File: config.mk
export PLATFORM = sky130hd
export DESIGN_NAME = lvds_bitslip_aligner
export DESIGN_NICKNAME = d
export VERILOG_FILES = /design/src/rtl/lvds_bitslip_aligner_pkg.sv /design/src/rtl/lvds_bitslip_aligner.sv
export SDC_FILE = /design/constraint.sdc
export NUM_CORES = 1
export LEC_CHECK = 0
export ABC_AREA = 1
export CAP_MARGIN = 0
export CORE_MARGIN = 1
export CORE_UTILIZATION = 43
export DETAILED_ROUTE_END_ITERATION = 10
export HOLD_SLACK_MARGIN = 0.05
export PLACE_DENSITY_LB_ADDON = 0.3
export SYNTH_ARGS = -nofsm -noshare
export SYNTH_HDL_FRONTEND = slang
export SYNTH_SLANG_ARGS = --single-unit
File: constraint.sdc
create_clock -name gclk -period 1.4 [get_ports gclk]
set_input_delay 0.35 -clock gclk [delete_from_list [all_inputs] [get_ports gclk]]
set_output_delay 0.35 -clock gclk [all_outputs]
set_load 0.005 [all_outputs]
File: src/rtl/lvds_bitslip_aligner_pkg.sv
// Shared definitions for the LVDS lane word aligner: state encoding and default word format.
package lvds_bitslip_aligner_pkg;

  localparam int unsigned DefDataW = 6;
  localparam logic [DefDataW-1:0] DefTrainWord = 6'h38;
  localparam int unsigned SlipCntW = 3;

  typedef enum logic [2:0] {
    StIdle   = 3'd0,
    StCheck  = 3'd1,
    StSlip   = 3'd2,
    StWait   = 3'd3,
    StLocked = 3'd4,
    StFail   = 3'd5
  } align_state_e;

  // Width of a counter that steps through 0..n-1, never narrower than one bit.
  function automatic int unsigned cnt_width(input int unsigned n);
    if (n < 2) begin
      return 1;
    end
    return $clog2(n);
  endfunction

endpackage

File: src/rtl/lvds_bitslip_aligner.sv
// Word aligner for one deserialised LVDS lane: bitslips the ISERDES until the training word
// is seen MATCH_CNT times in a row, then forwards the parallel words downstream.
module lvds_bitslip_aligner
  import lvds_bitslip_aligner_pkg::*;
#(
  parameter int unsigned       DATA_W     = DefDataW,
  parameter logic [DATA_W-1:0] TRAIN_WORD = DATA_W'(DefTrainWord),
  parameter int unsigned       SLIP_WAIT  = 4,
  parameter int unsigned       MATCH_CNT  = 8,
  parameter int unsigned       SLIP_MAX   = 5,
  parameter bit                AUTO_START = 1'b1
) (
  input  logic                gclk,
  input  logic                rst_n,
  input  logic [DATA_W-1:0]   din,
  input  logic                train_start,
  output logic                bitslip,
  output logic                aligned,
  output logic                align_fail,
  output logic [SlipCntW-1:0] slip_cnt,
  output logic [DATA_W-1:0]   dout,
  output logic                dout_valid
);

  localparam int unsigned MatchW = cnt_width(MATCH_CNT);
  localparam int unsigned WaitW  = cnt_width(SLIP_WAIT);
  localparam logic [MatchW-1:0]   MatchLast = MatchW'(MATCH_CNT - 1);
  localparam logic [WaitW-1:0]    WaitLast  = WaitW'(SLIP_WAIT - 1);
  localparam logic [SlipCntW-1:0] SlipLast  = SlipCntW'(SLIP_MAX);

  align_state_e        state_q, state_d;
  logic [MatchW-1:0]   match_q, match_d;
  logic [WaitW-1:0]    wait_q, wait_d;
  logic [SlipCntW-1:0] slip_q, slip_d;
  logic [DATA_W-1:0]   dout_q;

  always_ff @(posedge gclk or negedge rst_n) begin
    if (!rst_n) begin
      state_q <= StIdle;
      match_q <= '0;
      wait_q  <= '0;
      slip_q  <= '0;
      dout_q  <= '0;
    end else begin
      state_q <= state_d;
      match_q <= match_d;
      wait_q  <= wait_d;
      slip_q  <= slip_d;
      // Capturing on entry to LOCKED keeps dout and dout_valid in step with one cycle latency.
      if (state_d == StLocked) begin
        dout_q <= din;
      end
    end
  end

  always_comb begin
    state_d = state_q;
    match_d = match_q;
    wait_d  = wait_q;
    slip_d  = slip_q;
    unique case (state_q)
      StIdle: begin
        if (AUTO_START || train_start) begin
          state_d = StCheck;
          match_d = '0;
          slip_d  = '0;
        end
      end
      StCheck: begin
        if (din == TRAIN_WORD) begin
          if (match_q == MatchLast) begin
            state_d = StLocked;
            match_d = '0;
          end else begin
            match_d = match_q + 1'b1;
          end
        end else begin
          match_d = '0;
          state_d = (slip_q == SlipLast) ? StFail : StSlip;
        end
      end
      StSlip: begin
        if (slip_q != SlipLast) begin
          slip_d = slip_q + 1'b1;
        end
        wait_d  = '0;
        state_d = (SLIP_WAIT == 0) ? StCheck : StWait;
      end
      StWait: begin
        // din is still settling after the slip and is deliberately not looked at here.
        if (wait_q == WaitLast) begin
          state_d = StCheck;
          match_d = '0;
        end else begin
          wait_d = wait_q + 1'b1;
        end
      end
      StLocked, StFail: begin
        // Retraining continues from the current ISERDES phase; only the counters restart.
        if (train_start) begin
          state_d = StCheck;
          match_d = '0;
          slip_d  = '0;
        end
      end
      default: begin
        state_d = StIdle;
      end
    endcase
  end

  assign bitslip    = (state_q == StSlip);
  assign aligned    = (state_q == StLocked);
  assign align_fail = (state_q == StFail);
  assign slip_cnt   = slip_q;
  assign dout       = dout_q;
  assign dout_valid = aligned;

endmodule
# ---- Yosys cells after proc, flatten, opt, wreduce, memory -nomap -nowiden
# Cells that the tools add are included.
dict set report totals {
  reg_bits 17
  out_inout_bits 13
}
dict set report classes {
  reduce_logical 8
  n_eq_ne 15
  muxes 15
  add_sub_neg 3
}
# operator count
set op_table {}
lappend op_table {{3-bit two-way mux} 10}
lappend op_table {{3-bit == test, second input constant} 5}
lappend op_table {{3-bit one-hot mux with 5 select lines} 1}
lappend op_table {{3-bit one-hot mux with 4 select lines} 1}
lappend op_table {{3-bit one-hot mux with 3 select lines} 1}
lappend op_table {{3-bit by 1-bit adder with 3-bit output, second input constant} 2}
lappend op_table {{3-bit by 2-bit == test with 1-bit output, second input constant} 2}
lappend op_table {{6-bit == test, second input constant} 1}
lappend op_table {{2-bit inequality test, second input constant} 3}
lappend op_table {{3-bit AND reduction} 2}
lappend op_table {{2-bit one-hot mux with 2 select lines} 1}
lappend op_table {{4-bit nonzero test} 1}
lappend op_table {{3-bit by 1-bit == test with 1-bit output, second input constant} 1}
lappend op_table {{3-bit zero test} 1}
lappend op_table {{3-bit inequality test, second input constant} 1}
lappend op_table {{3-bit nonzero test} 1}
lappend op_table {{2-bit by 1-bit adder with 2-bit output, second input constant} 1}
lappend op_table {{2-bit == test, second input constant} 1}
lappend op_table {{2-bit two-way mux} 1}
lappend op_table {{2-bit by 1-bit inequality test with 1-bit output, second input constant} 1}
lappend op_table {{2-bit AND reduction} 1}
lappend op_table {{2-bit nonzero test} 1}
lappend op_table {{2-bit OR reduction} 1}

# ---- Depth between registers and ports, before layout
# Gate-level depths: netlist (run 1).
dict set report logic_depth {
  ltp_word 5
  depth_mapped 11
  depth_no_buf 11
}

# ---- Worst setup path before layout (run 1)
# OpenSTA, ideal clock, no wires.
dict set report synth_timing {
  path_type {register -> register}
  startpoint {reg match_q[0]}
  endpoint {reg dout_q[0], in the netlist dout[0]}
  n_path_buf 0
  arrival_ns 1.278
  path_stages_with_launch 9
  path_slack_ns 0.006
  required_time_ns 1.283
  path_cell_list {dfrtp_1 -> ha_1 -> ha_1 -> inv_1 -> nand3_1 -> nor2_1 -> o21ai_4 -> nand3_1 -> nand2_1}
}
dict set report synth_via {
  elab_chain_len 5
}
# item line
set synth_lines {}
lappend synth_lines {{start: declaration} lvds_bitslip_aligner.sv:32} ;# logic [MatchW-1:0] match_q, match_d;
lappend synth_lines {{start signal: assignment} lvds_bitslip_aligner.sv:46} ;# match_q <= match_d;
lappend synth_lines {{3-bit == test} lvds_bitslip_aligner.sv:71} ;# if (match_q == MatchLast) begin
lappend synth_lines {{3-bit two-way mux} lvds_bitslip_aligner.sv:71}
lappend synth_lines {{3-bit two-way mux} lvds_bitslip_aligner.sv:70} ;# if (din == TRAIN_WORD) begin
lappend synth_lines {{3-bit one-hot mux with 5 select lines} lvds_bitslip_aligner.sv:61} ;# unique case (state_q)
lappend synth_lines {{named net state_d[2]} lvds_bitslip_aligner.sv:31} ;# align_state_e state_q, state_d;
lappend synth_lines {{3-bit == test} lvds_bitslip_aligner.sv:50} ;# if (state_d == StLocked) begin
lappend synth_lines {{end signal: assignment} lvds_bitslip_aligner.sv:51} ;# dout_q <= din;
lappend synth_lines {{end: declaration} lvds_bitslip_aligner.sv:35} ;# logic [DATA_W-1:0] dout_q;
# The timed path passes the listed nets, and every way through them passes these cells.
# A chain may end at the register's enable or synchronous reset.

# ---- Worst setup path in the final report (run 1)
dict set report layout_timing {
  startpoint {reg state_q[1]}
  endpoint {out bitslip}
}
dict set report layout_via {
  elab_chain_len 1
}
# item line
set layout_lines {}
lappend layout_lines {{start: declaration} lvds_bitslip_aligner.sv:31}
lappend layout_lines {{start signal: assignment} lvds_bitslip_aligner.sv:39} ;# state_q <= StIdle;
lappend layout_lines {{start signal: assignment} lvds_bitslip_aligner.sv:45} ;# state_q <= state_d;
lappend layout_lines {{3-bit by 2-bit == test with 1-bit output} lvds_bitslip_aligner.sv:112} ;# assign bitslip = (state_q == StSlip);
lappend layout_lines {{end: declaration} lvds_bitslip_aligner.sv:17} ;# output logic bitslip,
# No other way between the ends.

==> results.toml, run 1 <==
[outcome]
run_status = "complete, but fails checks"
violations = "setup timing"

[power_and_ir_drop]
power.switching_mw = 0.823
pwr-share-comb_pct = 55.9
switching_share_pct = 38.3
p_clk_share_pct = 13.4
p_leak_nw = 0.830
internal_power_mw = 1.32
powerDensity_nw_per_um2 = 1400
ir_drop_mv = 0.949
pwr-share-seq_pct = 30.7

[routing]
drt-initial-drc-count = 17
dr_total_vias = 960
post_drt_via_cell_ratio = 4.95
finalWirelength_um = 2660
wire_per_inst_um = 13.7
detail-route-antenna-nets = 0
drc = 0
first_pass_iters = 5

[critical_path]
ff2ff_path_depth = 12
endpoint_kind = "output pin"
path_max_fanout = 2
critPathLaunchType = "register"
worstSetupPathType = "reg2out"
timing.rr.start = "state_q[2]"
r2r-end = "dout[5]"
crit_required_ns = 1.05
r2r_slack_ns = -0.25
cp.arrival_ns = 1.30

[yosys]
synth-seq-cells = 17
syn_area_per_cell_um2 = 8.48
synth_top_family_by_area = "simple AND/OR/NAND/NOR gates"
ys_seq_area_share_pct = 46.4
synth-main-ff-cell = "dfrtp_1"
yosysWarnings = 0
async_flop_share_pct = 100
synthTopCellsByCount = "nand2_1 (27), dfrtp_1 (17), nand3_1 (12), inv_1 (11), nor2_1 (8)"
synth_edf_count = 0
synth.area.top_cells = "dfrtp_1 (46%), nand2_1 (11%), ha_1 (6.8%)"
yosysMostFrequentCell = "nand2_1"
yosysTopAreaCell = "dfrtp_1"
synth.distinct_cells = 23
syn_nets = 122
synth-compound-area-share_pct = 9.70
synth.cell_area_um2 = 916
synth_mux_area_share_pct = 1.09
synth-xor-area-share_pct = 0.956
yosys.area_share.simple_pct = 28.4
synth_top_area_share_pct = 46.4
synthAdderAreaFrac_pct = 6.83
syn_inst = 108

[timing]
slew_headroom_pct = 81.3
setup_ws_ns = -0.254
fmax_mhz = 605
rsz0062_at_grt = "true"
setup_viol = 12
finalCritPeriodShare_pct = 118
hold_violations = 0
tightest_slew_ns = 0.279
finalMaxSlewViolations = 0
skew_ns = 0.00111
min_period_ns = 1.65

[grt]
track_usage_pct = 24.6
antenna_found_initial = 0
grt_max_degree = 18
grt-ovfl-total = 0
grt_pass1_vias = 806
grt_pass1_wl_um = 3810

[floorplan]
die_w_um = 48.2
start_util_pct = 46.2
io-pin-count = 22
rows = 16
die_h_um = 48.2
dieArea_um2 = 2320
core_um2 = 1980

[final_layout]
diodes = 0
fillers = 125
utilization_pct = 77.5
syn_to_final_growth_pct = 67.6
fin_nets = 182
drive_gt1_share_pct = 46.7

[worst_hold_path]
holdCritPathClass = "in2async"

[cts]
clk_path_buf_depth = 2
clock-sinks = 17
clkLatencyLatePin_ns = 0.31
cts_buffers = 3
tritoncts = "yes"
clk_pin_slew_ns = 0.10
h-tree-depth = 1
cts_root_buffer = "clkbuf_4"

[run]
drv_cap = 0

[placed_design]
place_congestion = 0.824
io_buffers = 21
dpl.hpwl_um = 1530
place_ws_ns = -0.514
[flip-flops by register name (all words and copies together), names as in the netlist]
register,count
wait_q,2
dout,6
slip_cnt,3
match_q,3
state_q,3
[cells in the final DEF, fill, tap and decap left out]
cell,Yosys,layout
nor3_1,2,1
nand3_2,0,2
clkbuf_1,0,1
dlygate4sd2_1,0,7
o21ai_1,1,3
a22o_1,1,1
o21ai_4,1,1
nor2_1,8,4
mux2i_1,1,1
clkbuf_4,0,3
buf_6,0,7
clkdlybuf4s50_1,0,8
nand2_2,3,5
nor2_4,2,4
ha_4,0,1
nand2_4,1,4
ha_1,5,2
nand2_1,27,22
xnor2_1,1,1
dfrtp_1,17,17
nor3_2,0,1
buf_2,0,3
clkdlybuf4s15_2,0,1
nor2_2,1,3
nand3_1,12,10
a21oi_2,0,1
ha_2,0,2
o31ai_4,0,1
inv_1,11,6
o21ai_0,5,3
clkbuf_2,0,1
o21ai_2,1,1
inv_2,3,8
buf_4,1,29
o22ai_1,2,2
[layer usage]
| layer | global-route usage (%) | part of all wire (%) | vias to the layer above |
|---|---|---|---|
| li1 | - | - | 468 |
| met1 | 33.3 | 43 | 463 |
| met2 | 38.7 | 52 | 26 |
| met3 | 5.56 | 3.2 | 3 |
| met4 | 8.33 | 1.1 | 0 |
| met5 | 0 | 0 | - |
[power groups by stage]
stage | Combinational [mW] | Clock, mW | Sequential, mW
detailed placement | 0.938 | 0 | 0.653
global placement | 0.913 | 0 | 0.648
CTS | 1.09 | 0.291 | 0.650
finish | 1.20 | 0.287 | 0.659
global route | 1.31 | 0.306 | 0.672
floorplan | 0.421 | 0 | 0.670
[layout make-up]
| class | count | area, um2 | share of cell area (%) |
|---|---|---|---|
| clock buffers | 4 | 26.3 | 1.71 |
| inverters | 14 | 52.6 | 3.42 |
| multi-input cells | 76 | 528 | 34.4 |
| flip-flops and latches | 17 | 425 | 27.7 |
| well taps | 27 | 33.8 | 2.20 |
| repair buffers | 56 | 469 | 30.6 |
[kinds of logic after synthesis]
kind of cell	after synthesis
buf+inv	15
fa+ha+maj	5
xor+xnor	1
simple gates	56
flops	17
mux	1
compound gates	13
[stage by stage]
step	TNS [ns]	std cells	power (mW)	instance area (um2)	hold slack, ns
global route	-3.30	194	2.29	1540	0.402
detailed placement	-4.83	177	1.59	1320	0.464
CTS	-1.85	192	2.03	1470	0.359
global placement	-4.48	177	1.56	1320	0.459
finish	-2.28	194	2.15	1540	0.355
floorplan	0	108	1.09	916	0.0544
[timing repair]
action,in CTS,in global routing
gates cloned,0,0
setup endpoints to repair,22,19
gates resized for setup,49,19
hold buffers,0,0
setup buffers,13,3
pin swaps,14,9
[worst max-delay path, stage by stage, from the launching register on]
cell and delay [ns]:
dfrtp_1 0.39, inv_2 0.05, buf_4 0.14, nor2_4 0.10, nand2_1 0.07, inv_2 0.06
clkdlybuf4s15_2 0.19
[worst max-delay path by stage]
stage,slack [ns],cells after the start,startpoint,endpoint
floorplan,0.006,8,match_q[0],dout[0]
global placement,-0.49,10,din[4],dout[5]
detailed placement,-0.51,10,din[5],dout[4]
CTS,-0.24,6,state_q[1],bitslip
global route,-0.35,11,din[2],dout[0]
finish,-0.25,6,state_q[1],bitslip
No activity file was read; power rests on OpenSTA's default activity.
==> run 2: changes to the inputs <==
--- a/config.mk
+++ b/config.mk
@@ -10,6 +10,7 @@
 export CORE_MARGIN = 1
 export CORE_UTILIZATION = 43
 export DETAILED_ROUTE_END_ITERATION = 10
+export GPL_TIMING_DRIVEN = 0
 export HOLD_SLACK_MARGIN = 0.05
 export PLACE_DENSITY_LB_ADDON = 0.3
 export SYNTH_ARGS = -nofsm -noshare
==> results.toml, run 2 (same netlist as run 1, synthesis figures left out) <==
[outcome]
run_status = "complete, but fails checks"
violations = "setup timing"

[power_and_ir_drop]
power.total_mw = 2.03
powerDensity_nw_per_um2 = 1340
p_leak_nw = 0.801
ir_drop_mv = 1.21

[floorplan]
dieArea_um2 = 2320
die_h_um = 48.2
rows = 16
core_um2 = 1980
die_w_um = 48.2
io-pin-count = 22
start_util_pct = 46.2

[final_layout]
layout_commonest_cell = "buf_4"
drive_gt1_share_pct = 45.3
final_cell_mix = "buf_4 (23), nand2_1 (19), dfrtp_1 (15), inv_1 (10), nand3_1 (10)"
design_area_um2 = 1520
final-instance-count-excl-fill = 186
largest_register_ffs = 6
syn_to_final_growth_pct = 65.6
fin_nets = 174
diodes = 0

[grt]
grt_pass1_vias = 799
grt-ovfl-total = 0
grt_max_degree = 18
track_usage_pct = 22.5
antenna_found_initial = 0
grt_pass1_wl_um = 3550

[run]
drv_cap = 0

[critical_path]
cp.arrival_ns = 1.28
path_max_fanout = 3
endpoint_kind = "output pin"
worstSetupPathType = "reg2out"
crit_required_ns = 1.05
critPathLaunchType = "register"

[placed_design]
place_area_um2 = 1160
dpl.hpwl_um = 1400
io_buffers = 21
dp.cells = 156
place_congestion = 0.795

[cts]
clkLatencyLatePin_ns = 0.31
clock-sinks = 17
clk_path_buf_depth = 2
cts_buffers = 3
clk_pin_slew_ns = 0.11
h-tree-depth = 1
cts_root_buffer = "clkbuf_4"
tritoncts = "yes"

[timing]
setup_viol = 16
rsz0062_at_grt = "true"
min_period_ns = 1.63
tightest_slew_ns = 0.781
finalMaxSlewViolations = 0
slew_headroom_pct = 47.8
skew_ns = 0.00619
finalCritPeriodShare_pct = 117
fmax_mhz = 612
hold_violations = 0
setup_ws_ns = -0.234

[routing]
drc = 0
post_drt_via_cell_ratio = 5.18
finalWirelength_um = 2740
first_pass_iters = 4
drt-initial-drc-count = 18
dr_total_vias = 964
detail-route-antenna-nets = 0
wire_per_inst_um = 14.7

[worst_hold_path]
holdCritPathClass = "in2reg"
## run 2: timing repair
action / CTS / global route
endpoints found under the setup margin: 23 / 16
setup buffers: 19 / 11
gates cloned: 0 / 0
gates resized for setup: 39 / 26
pin swaps: 7 / 22
hold buffers: 0 / 0
## run 2: worst max-delay path, cell delays in order (launching register included)
cell     delay, ns
dfrtp_1       0.45
inv_2         0.07
buf_6         0.12
nor2_4        0.08
nand2_1       0.07
inv_1         0.07
buf_2         0.11
## run 2: per-stage QoR
| step | hold WS, ns | util [%] | setup slack [ns] | TNS [ns] |
|---|---|---|---|---|
| 2_1_floorplan | 0.0544 | - | 0.00567 | 0 |
| 3_3_place_gp | 0.459 | 58.5 | -0.606 | -6.06 |
| 3_5_place_dp | 0.463 | 58.5 | -0.629 | -6.43 |
| 4_1_cts | 0.486 | 67.7 | -0.188 | -1.70 |
| 5_1_grt | 0.397 | 76.5 | -0.304 | -3.26 |
| 6_report | 0.382 | 76.5 | -0.234 | -1.92 |
## run 2: cell type report
class	count	area, um2
multi-input cells	76	564
fillers	112	465
flip-flops and latches	17	428
repair buffers	47	400
inverters	14	55.1
well taps	27	33.8
clock buffers	3	22.5
plain buffers	1	7.51
clock inverters	1	5.00
## run 2: final timing paths
| check | from | endpoint | slack (ns) | cells after the start |
|---|---|---|---|---|
| max in group asynchronous | rst_n | state_q[2] | 0.39 | 1 |
| setup reg to reg | match_q[1] | dout[3] | -0.20 | 11 |
| hold reg to reg | dout[1] | dout[1] | 0.48 | 2 |
| min in group asynchronous | rst_n | wait_q[0] | 0.48 | 1 |
| hold / removal | din[3] | dout[3] | 0.38 | 3 |
| setup / recovery | state_q[1] | bitslip | -0.23 | 6 |
## run 2: per-layer routing
layer	track usage (%)	part of all wire [%]	vias up
met5	0	0	-
li1	-	-	447
met4	6.67	2.9	0
met1	29.2	40	474
met3	4.44	4.7	10
met2	37.9	53	33
## run 2: power by group
part | switching [mW] | internal, mW
combinational | 0.536 | 0.525
sequential | 0.0997 | 0.587
clock | 0.179 | 0.107
==> run 3: changes to the inputs <==
--- a/config.mk
+++ b/config.mk
@@ -13,6 +13,7 @@
 export GPL_TIMING_DRIVEN = 0
 export HOLD_SLACK_MARGIN = 0.05
 export PLACE_DENSITY_LB_ADDON = 0.3
+export REMOVE_ABC_BUFFERS = 1
 export SYNTH_ARGS = -nofsm -noshare
 export SYNTH_HDL_FRONTEND = slang
 export SYNTH_SLANG_ARGS = --single-unit
==> results.toml, run 3 (same netlist as run 1, synthesis figures left out) <==
[outcome]
run_status = "complete, but fails checks"
violations = "setup timing"

[worst_hold_path]
holdCritPathClass = "in2async"

[placed_design]
place_congestion = 0.784
dpl.hpwl_um = 1350
place_ws_ns = -0.645
io_buffers = 21

[run]
drv_cap = 0

[floorplan]
die_w_um = 48.2
die_h_um = 48.2
rows = 16
start_util_pct = 46.2
io-pin-count = 22
dieArea_um2 = 2320
core_um2 = 1980

[grt]
grt-ovfl-total = 0
grt_pass1_wl_um = 3420
grt_max_degree = 18
track_usage_pct = 21.5
antenna_found_initial = 0
grt_pass1_vias = 812

[timing]
finalMaxSlewViolations = 0
skew_ns = 0.00144
rsz0062_at_grt = "true"
hold_violations = 0
setup_viol = 16
finalCritPeriodShare_pct = 119
tightest_slew_ns = 0.775
slew_headroom_pct = 48.2
hold_ws_ns = 0.487
min_period_ns = 1.66
setup_ws_ns = -0.263
fmax_mhz = 601
setup_tns_ns = -2.81

[critical_path]
path_buf_inv = 4
endpoint_kind = "register"
crit_path_cell_trace = "buf_6 -> buf_6 -> nor2_4 -> inv_2 -> nor2_4 -> nand2_2 -> o21ai_4 -> buf_4 -> nand3_1 -> nand2_1"
crit_path_top_delay_cell = "dfrtp_2"
crit_required_ns = 1.64
critPathMaxStageDelay_ns = 0.43
critPathLaunchType = "register"
crit_family = "buffers and inverters"
path_max_fanout = 6
worstSetupPathType = "reg2reg"
cp.arrival_ns = 1.91

[power_and_ir_drop]
p_leak_nw = 0.754
pwr-share-comb_pct = 50.5
switching_share_pct = 38.3
internal_power_mw = 1.16
pwr-share-seq_pct = 34.8
ir_drop_mv = 0.996
p_clk_share_pct = 14.7
powerDensity_nw_per_um2 = 1350
power.switching_mw = 0.719
power.total_mw = 1.88

[cts]
cts_root_buffer = "clkbuf_4"
cts_buffers = 3
clk_path_buf_depth = 2
clock-sinks = 17
clkLatencyLatePin_ns = 0.30
cts-hold-fix-buffers = 0
clk_pin_slew_ns = 0.11
tritoncts = "yes"
h-tree-depth = 1

[routing]
post_drt_via_cell_ratio = 4.90
wire_per_inst_um = 12.6
drc = 0
drt-initial-drc-count = 11
detail-route-antenna-nets = 0
first_pass_iters = 4
dr_total_vias = 877
finalWirelength_um = 2250

[final_layout]
syn_to_final_growth_pct = 51.5
final_cell_mix = "nand2_1 (25), dfrtp_1 (16), buf_4 (15), nand3_1 (12), dlygate4sd2_1 (11)"
fin_nets = 167
diodes = 0
largest_register_ffs = 6
drive_gt1_share_pct = 32.9
fillers = 133
layout_commonest_cell = "nand2_1"
[run 3: changes by cell type in the layout (fill, tap and decap cells not counted), sizes merged]
cell	before	now
clkbuf	4	3
buf	30	22
dlymetal6s2s	1	0
clkdlybuf4s50	7	8
dlygate4sd2	9	11
[run 3: layout make-up]
class                      count  area (um2)  area share, %
multi-input combinational     76         483           34.8
clock inverter                 1        5.00          0.361
sequential                    17         427           30.7
tap                           27        33.8           2.43
inverter                      14        52.6           3.79
timing repair buffer          41         364           26.2
clock buffer                   3        22.5           1.62
[run 3: layer usage]
metal / GRT usage [%] / vias up / wire length (um)
li1: - / 439 / -
met1: 28.6 / 416 / 987
met2: 33.9 / 18 / 1140
met3: 5.19 / 4 / 95
met4: 8.33 / 0 / 27
met5: 0 / - / 0
[run 3: worst paths after layout]
kind / slack, ns / to / start / cells past startpoint
worst max-delay path: -0.26 / dout[3] / state_q[2] / 10
worst min-delay path: 0.49 / wait_q[0] / rst_n / 1
worst max register to register: -0.26 / dout[3] / state_q[2] / 10
worst min register to register: 0.49 / dout[4] / dout[4] / 2
max in group asynchronous: 0.37 / state_q[2] / rst_n / 1
min in group gclk: 0.49 / dout[4] / dout[4] / 2
[run 3: what timing repair did]
item | CTS | global route
endpoints found under the hold margin | 0 | 0
pin swaps | 17 | 3
resized for setup | 31 | 10
setup endpoints to repair | 23 | 18
buffers inserted | 14 | 6
[run 3: stage by stage]
| stage | cells | instance area [um2] | util, % |
|---|---|---|---|
| after detailed placement | 155 | 1150 | 58.1 |
| after global routing | 179 | 1390 | 70.0 |
| final | 179 | 1390 | 70.0 |
| after CTS | 173 | 1310 | 66.0 |
| after global placement | 155 | 1150 | 58.1 |
| after floorplan | 107 | 908 | - |
[run 3: worst register-to-register path, delay by kind of cell (launching register included)]
family | cells | cell delay (ns)
compound gates | 1 | 0.27
buf+inv | 4 | 0.48
flops | 1 | 0.43
simple gates | 5 | 0.44
[run 3: power by group through the flow]
| stage | Sequential [mW] | Combinational [mW] | Clock, mW |
|---|---|---|---|
| final | 0.654 | 0.948 | 0.275 |
| after global routing | 0.664 | 1.03 | 0.306 |
| after CTS | 0.651 | 0.842 | 0.277 |
| after detailed placement | 0.687 | 0.627 | 0 |
| after global placement | 0.682 | 0.615 | 0 |
| after floorplan | 0.670 | 0.421 | 0 |
